--- src/rtl/fetch_ctrl.sv ---
// fetch_ctrl: single-outstanding instruction fetch sequencer.
// Applies execute redirects and squashes wrong-path responses before decode.
module fetch_ctrl #(
    parameter logic [63:0] PC_START = 64'h0000_0000_8000_0000
) (
    input  logic        clk,
    input  logic        rst,
    input  logic        redirect_valid,
    input  logic [63:0] redirect_pc,
    output logic        imem_req_valid,
    input  logic        imem_req_ready,
    output logic [63:0] imem_req_addr,
    input  logic        imem_resp_valid,
    input  logic [31:0] imem_resp_data,
    output logic        out_valid,
    input  logic        out_ready,
    output logic [63:0] out_pc,
    output logic [31:0] out_inst
);
    localparam logic [1:0] IDLE = 2'd0;
    localparam logic [1:0] REQ  = 2'd1;
    localparam logic [1:0] WAIT = 2'd2;
    localparam logic [1:0] HOLD = 2'd3;

    logic [1:0]  state_q, state_d;
    logic [63:0] fetch_pc_q, fetch_pc_d;
    logic        drop_q, drop_d;
    logic [63:0] out_pc_q, out_pc_d;
    logic [31:0] out_inst_q, out_inst_d;
    logic [63:0] target;
    logic        hs_now, wait_open;

    assign target         = redirect_pc & ~64'h3;
    assign hs_now         = (state_q == REQ) && imem_req_ready;
    assign wait_open      = (state_q == WAIT) && !imem_resp_valid;
    assign imem_req_valid = (state_q == REQ);
    assign imem_req_addr  = fetch_pc_q;
    assign out_valid      = (state_q == HOLD);
    assign out_pc         = out_pc_q;
    assign out_inst       = out_inst_q;

    always_comb begin
        state_d    = state_q;
        fetch_pc_d = fetch_pc_q;
        drop_d     = drop_q;
        out_pc_d   = out_pc_q;
        out_inst_d = out_inst_q;
        if (redirect_valid) begin
            // An issued request that cannot be recalled must have its response dropped.
            fetch_pc_d = target;
            state_d    = (hs_now || wait_open) ? WAIT : REQ;
            drop_d     = hs_now || wait_open;
        end else begin
            case (state_q)
                IDLE: state_d = REQ;
                REQ:  state_d = imem_req_ready ? WAIT : REQ;
                WAIT: if (imem_resp_valid) begin
                    state_d = drop_q ? REQ : HOLD;
                    drop_d  = 1'b0;
                    if (!drop_q) begin
                        out_pc_d   = fetch_pc_q;
                        out_inst_d = imem_resp_data;
                        fetch_pc_d = fetch_pc_q + 64'd4;
                    end
                end
                default: state_d = out_ready ? REQ : HOLD;
            endcase
        end
    end

    always_ff @(posedge clk or negedge rst) begin
        if (!rst) begin
            state_q    <= IDLE;
            fetch_pc_q <= PC_START;
            drop_q     <= 1'b0;
            out_pc_q   <= 64'd0;
            out_inst_q <= 32'd0;
        end else begin
            state_q    <= state_d;
            fetch_pc_q <= fetch_pc_d;
            drop_q     <= drop_d;
            out_pc_q   <= out_pc_d;
            out_inst_q <= out_inst_d;
        end
    end
endmodule

--- config.mk ---
export PLATFORM = sky130hd
export DESIGN_NAME = fetch_ctrl
export DESIGN_NICKNAME = d
export VERILOG_FILES = /design/src/rtl/fetch_ctrl.sv
export SDC_FILE = /design/constraint.sdc
export NUM_CORES = 1
export LEC_CHECK = 0
export ABC_AREA = 1
export CORE_ASPECT_RATIO = 1.25
export CORE_MARGIN = 2
export CORE_UTILIZATION = 47
export DETAILED_ROUTE_END_ITERATION = 10
export PLACE_DENSITY = 0.83
export SKIP_CTS_REPAIR_TIMING = 1
export SYNTH_ARGS = -nofsm -noshare
export SYNTH_HDL_FRONTEND = slang
export SYNTH_SLANG_ARGS = --single-unit
--- constraint.sdc ---
create_clock -name clk -period 2.5 [get_ports clk]
set_clock_uncertainty 0.15 [all_clocks]
set_input_delay 0.5 -clock clk [delete_from_list [all_inputs] [get_ports clk]]
set_output_delay 0.5 -clock clk [all_outputs]
set_load 0.01 [all_outputs]
# [Yosys cells after proc, flatten, opt, wreduce, memory -nomap -nowiden]
# Index checks and enable logic that the tools add are counted.
[classes] n_addsub=1 bitwise_logic=2 n_eq_ne=5 n_mux=14 n_reduce_logical=10
[ops] cell="64-bit 2-to-1 mux" n=4
[ops] cell="64-bit by 3-bit adder with 64-bit output, second input constant" n=1
[ops] cell="2-bit 2-to-1 mux" n=6
[ops] cell="2-bit case mux with 3 select lines" n=1
[ops] cell="2-bit equality test, second input constant" n=2
[ops] cell="4-bit AND reduction" n=1
[ops] cell="2-bit nonzero test" n=2
[ops] cell="1-bit 2-to-1 mux" n=3
[ops] cell="3-bit != test, second input constant" n=1
[ops] cell="3-bit AND reduction" n=1
[ops] cell="2-bit by 1-bit equality test with 1-bit output, second input constant" n=1
[ops] cell="1-bit logical AND" n=2
[ops] cell="2-bit logical NOT" n=1
[ops] cell="2-bit != test, second input constant" n=1
[ops] cell="1-bit inverter" n=2
[ops] cell="2-bit AND reduction" n=1
[ops] cell="1-bit logical NOT" n=1
[ops] cell="1-bit logical OR" n=1
[totals] regBits=163 out_inout_bits=162

# [Longest topological paths before layout]
[logic_depth] word_depth=5 ltp_mapped=11 mapped_depth_nobuf=11

# [Worst setup path after synthesis]
# No wires, ideal clock.
[synth_path] path_kind="flip-flop to flip-flop" startpoint="register fetch_pc_q[3], in the netlist imem_req_addr[3]" endpoint="register fetch_pc_q[58], in the netlist imem_req_addr[58]" required_ns=2.234 stages_incl_launch_ff=11 period_less_slack_ns=1.837 arrival_ns=1.570 path_slack_ns=0.663 path_buffers=0 setup_ns=0.116 path_cell_list="dfrtp_1 > ha_1 > inv_1 > nor2_2 > nand2_2 > nor2_4 > nand2_1 > o21ai_0 > nand3_1 > nand2_1 > nand2_1"
[synth_via] elab_chain_cells=5
[synth_rtl] item="start: declaration" line_no="26" rtl="logic [63:0] fetch_pc_q, fetch_pc_d;"
[synth_rtl] item="start signal: assignment" line_no="80" rtl="fetch_pc_q <= fetch_pc_d;"
[synth_rtl] item="64-bit by 3-bit adder with 64-bit output" line_no="63" rtl="fetch_pc_d = fetch_pc_q + 64'd4;"
[synth_rtl] item="64-bit 2-to-1 mux" line_no="60" rtl="if (!drop_q) begin"
[synth_rtl] item="64-bit 2-to-1 mux" line_no="57" rtl="WAIT: if (imem_resp_valid) begin"
[synth_rtl] item="64-bit 2-to-1 mux" line_no="54" rtl="case (state_q)"
[synth_rtl] item="64-bit 2-to-1 mux" line_no="48" rtl="if (redirect_valid) begin"
# No other way between the ends. The select of a mux whose other input is x is not followed.
# A chain may end at the register's enable or synchronous reset.

# [Final worst setup path]
# Same ends and word-level chain as after synthesis.

==> flow_metrics.env <==
export IMPL_r2r_start="imem_req_addr[3]"
export IMPL_grt_pass1_wl_um=43480
export IMPL_crit_type="register to register"
export IMPL_htreeDepth=4
export IMPL_fp_dieArea_mm2=0.01837
export IMPL_power_leakage_nw=5.312
export IMPL_first_pass_iters=7
export IMPL_ant_nets=0
export IMPL_clk_pin_slew_ns=0.07
export IMPL_gr_usage_met3_pct=4.480
export IMPL_start_kind="register"
export IMPL_critPathBufInv=1
export IMPL_slew_violations=0
export IMPL_clk_latency_ns=0.43
export IMPL_critical_path_slowest_cell="dfrtp_1"
export IMPL_place_gp_congestion=0.9630
export IMPL_dpl_hpwl_um=21000
export IMPL_status="finished clean"
export IMPL_period_minus_slack_ns=2.283
export IMPL_crit_fanout=6
export IMPL_tns_ns=0
export IMPL_clock_fmax_mhz=437.9
export IMPL_syn_inst=1101
export IMPL_nNetsFinal=1463
export IMPL_fin_crit_sh_pct=91.34
export IMPL_holdWs_ns=0.3209
export IMPL_cts_root_buffer="clkbuf_16"
export IMPL_hold_start="out_pc[31]"
export IMPL_numCtsBuffers=17
export IMPL_drtIter0Drc=651
export IMPL_critPathMaxStageDelay_ns=0.43
export IMPL_hold_end="out_pc[31]"
export IMPL_required_ns=2.67
export IMPL_io_buffer_count=257
export IMPL_rrSetupSlack_ns=0.22
export IMPL_grt_total_usage_pct=30.84
export IMPL_grt_ovfl_total=0
export IMPL_grt_use_met2_pct=52.08
export IMPL_reg2reg_to="imem_req_addr[58]"
export IMPL_hold_class="register to register"
export IMPL_path_delay_family="simple AND/OR/NAND/NOR gates"
export IMPL_synth_top_area_share_pct=48.65
export IMPL_ys_seq_elements=159
export IMPL_grt_max_degree=69
export IMPL_io_pins=264
export IMPL_setup_viol=0
export IMPL_core_area_mm2=0.01691
export IMPL_grt_pass1_vias=8148
export IMPL_rows=53
export IMPL_cp_end_kind="register"
export IMPL_power_mw=10.31
export IMPL_hold_violations=0
export IMPL_ir_drop_mv=0.5094
export IMPL_netlist_cell_type_count=33
export IMPL_die_w_um=121.6
export IMPL_crit_chain="ha_1 -> inv_1 -> nor2_2 -> nand2_2 -> nor2_4 -> nand2_1 -> o21ai_0 -> nand3_1 -> nand2_1 -> nand2_1"
export IMPL_synth_seq_area_share_pct=48.97
export IMPL_slew_headroom_pct=66.49
export IMPL_hold_depth=2
export IMPL_crit_top_cell="nand2_1"
export IMPL_yosys_warnings=0
export IMPL_wl_per_cell_um=17.37
export IMPL_wl_um=27690
export IMPL_syn_area_mm2=0.008128
export IMPL_grt_busiest_layer="met2"
export IMPL_max_cap_violations=0
export IMPL_avgSynthCellArea_um2=7.382
export IMPL_clk_path_buf_depth=2
export IMPL_drive_gt1_share_pct=5.535
export IMPL_route_detailed_drc=0
export IMPL_cts_tree="built"
export IMPL_synth_area_leaders="dfrtp_1 (49%), nand2_1 (19%), nor2_1 (8.0%), o21ai_0 (3.7%), nand3_1 (3.5%)"
export IMPL_rsz0062_at_grt="no"
export IMPL_yosysTopAreaCell="dfrtp_1"
export IMPL_finalNonFillerCells=1594
export IMPL_syn2layout_area_growth_pct=42.96
export IMPL_drt_vias_per_instance=5.304
export IMPL_crit_arrival_ns=2.45
export IMPL_dr_total_vias=8455
export IMPL_power_density_mw_per_mm2=887.5
export IMPL_dieHeight_um=151.0
export IMPL_clock_sinks=159
export IMPL_antenna_found_initial=1
export IMPL_tightestPinTransition_ns=0.5026
export IMPL_start_util_pct=48.07
export IMPL_gr_usage_met1_pct=39.71
export IMPL_ff2ff_path_depth=10
export IMPL_place_inst=1560
-- tightest hold or removal path: stages, from the launching register on --
cell     delay [ns]
dfrtp_1        0.34
nand2_1        0.05
nand2_1        0.05
-- worst max-delay path by stage --
stage,end,start,depth (start not counted)
finish,imem_req_addr[58],imem_req_addr[3],10
floorplan,imem_req_addr[58],imem_req_addr[3],10
global route,imem_req_addr[54],imem_req_addr[2],9
global placement,imem_req_addr[63],imem_resp_valid,9
detailed placement,imem_req_addr[36],imem_resp_valid,8
CTS,imem_req_addr[58],imem_req_addr[2],10
-- synth_stat cells --
master and n:
nand2_1 416, nor2_1 174, dfrtp_1 158, inv_1 70
o21ai_0 60, nand3_1 57, a22oi_1 29, clkbuf_1 23
o211ai_1 18, xor2_1 16, buf_2 10, nand4_1 10
a21oi_1 8, buf_1 6, buf_4 5, nor2_4 5
nand2_2 4, nor2_2 4, o21a_1 4, xnor2_1 4
inv_2 3, or2_2 3, a31oi_1 2, nor3_1 2
o22ai_1 2, conb_1 1, dfstp_2 1, ha_1 1
nand3_2 1, nor3b_1 1, o21bai_1 1, o221ai_1 1
or2_0 1
-- final cells by class --
type	count	area, um^2
timing repair buffer	281	2801
clock inverter	12	148.9
antenna	1	2.502
fill	1387	5290
tap	220	275.3
clock buffer	20	446.7
multi-input combinational	828	3689
sequential	159	3980
inverter	73	276.5
-- where the power goes --
group	leakage (nW)	total (mW)	switching (mW)	internal (mW)
sequential	1.98	4.01	0.633	3.37
combinational	3.05	3.62	1.64	1.98
clock	0.282	2.68	1.16	1.53
-- kinds of logic after synthesis --
group,Yosys count,synth area share [%]
DFF,159,48.97
and+or+nand+nor,678,33.48
xor gates and xnor gates,20,2.155
other,1,0.04614
adders and majority gates,1,0.1539
buffers and inverters,117,5.788
AOI/OAI and AO/OA,125,9.406
-- placed cells by master (no fill, tap or decap), drive strengths merged, types with 2 or more instances in the layout --
| master | synthesis | layout |
|---|---|---|
| xnor2 | 4 | 4 |
| nor2 | 183 | 183 |
| clkinvlp | 0 | 3 |
| xor2 | 16 | 16 |
| nand2 | 420 | 420 |
| buf | 21 | 25 |
| bufinv | 0 | 2 |
| o211ai | 18 | 18 |
| dfrtp | 158 | 158 |
| o22ai | 2 | 2 |
| nand3 | 58 | 58 |
| or2 | 4 | 4 |
| conb | 1 | 4 |
| o21a | 4 | 4 |
| a22oi | 29 | 29 |
| clkdlybuf4s50 | 0 | 255 |
| nand4 | 10 | 10 |
| clkbuf | 23 | 20 |
| o21ai | 60 | 60 |
| a21oi | 8 | 8 |
| inv | 73 | 79 |
| a31oi | 2 | 2 |
| nor3 | 2 | 2 |
-- flip-flops by register name (all words and copies together) (netlist names) --
signal         count
state_q            2
out_pc            62
imem_req_addr     62
out_inst          32
drop_q             1
-- through the flow --
step           cell area, um^2  utilization (%)  setup WS (ns)
4_1_cts                  11610            68.64         0.2141
2_1_floorplan             8139                -         0.6631
6_report                 11620            68.72         0.2166
3_5_place_dp             11010            65.12        0.07165
5_1_grt                  11620            68.72         0.1290
3_3_place_gp             11010            65.12         0.1796
-- metal layers --
metal,vias up,routed length [um]
met2,374,13640
met5,-,0
met4,0,956
li1,4028,-
met3,62,1744
met1,3991,11350
Power figures use the tool's default switching activity.
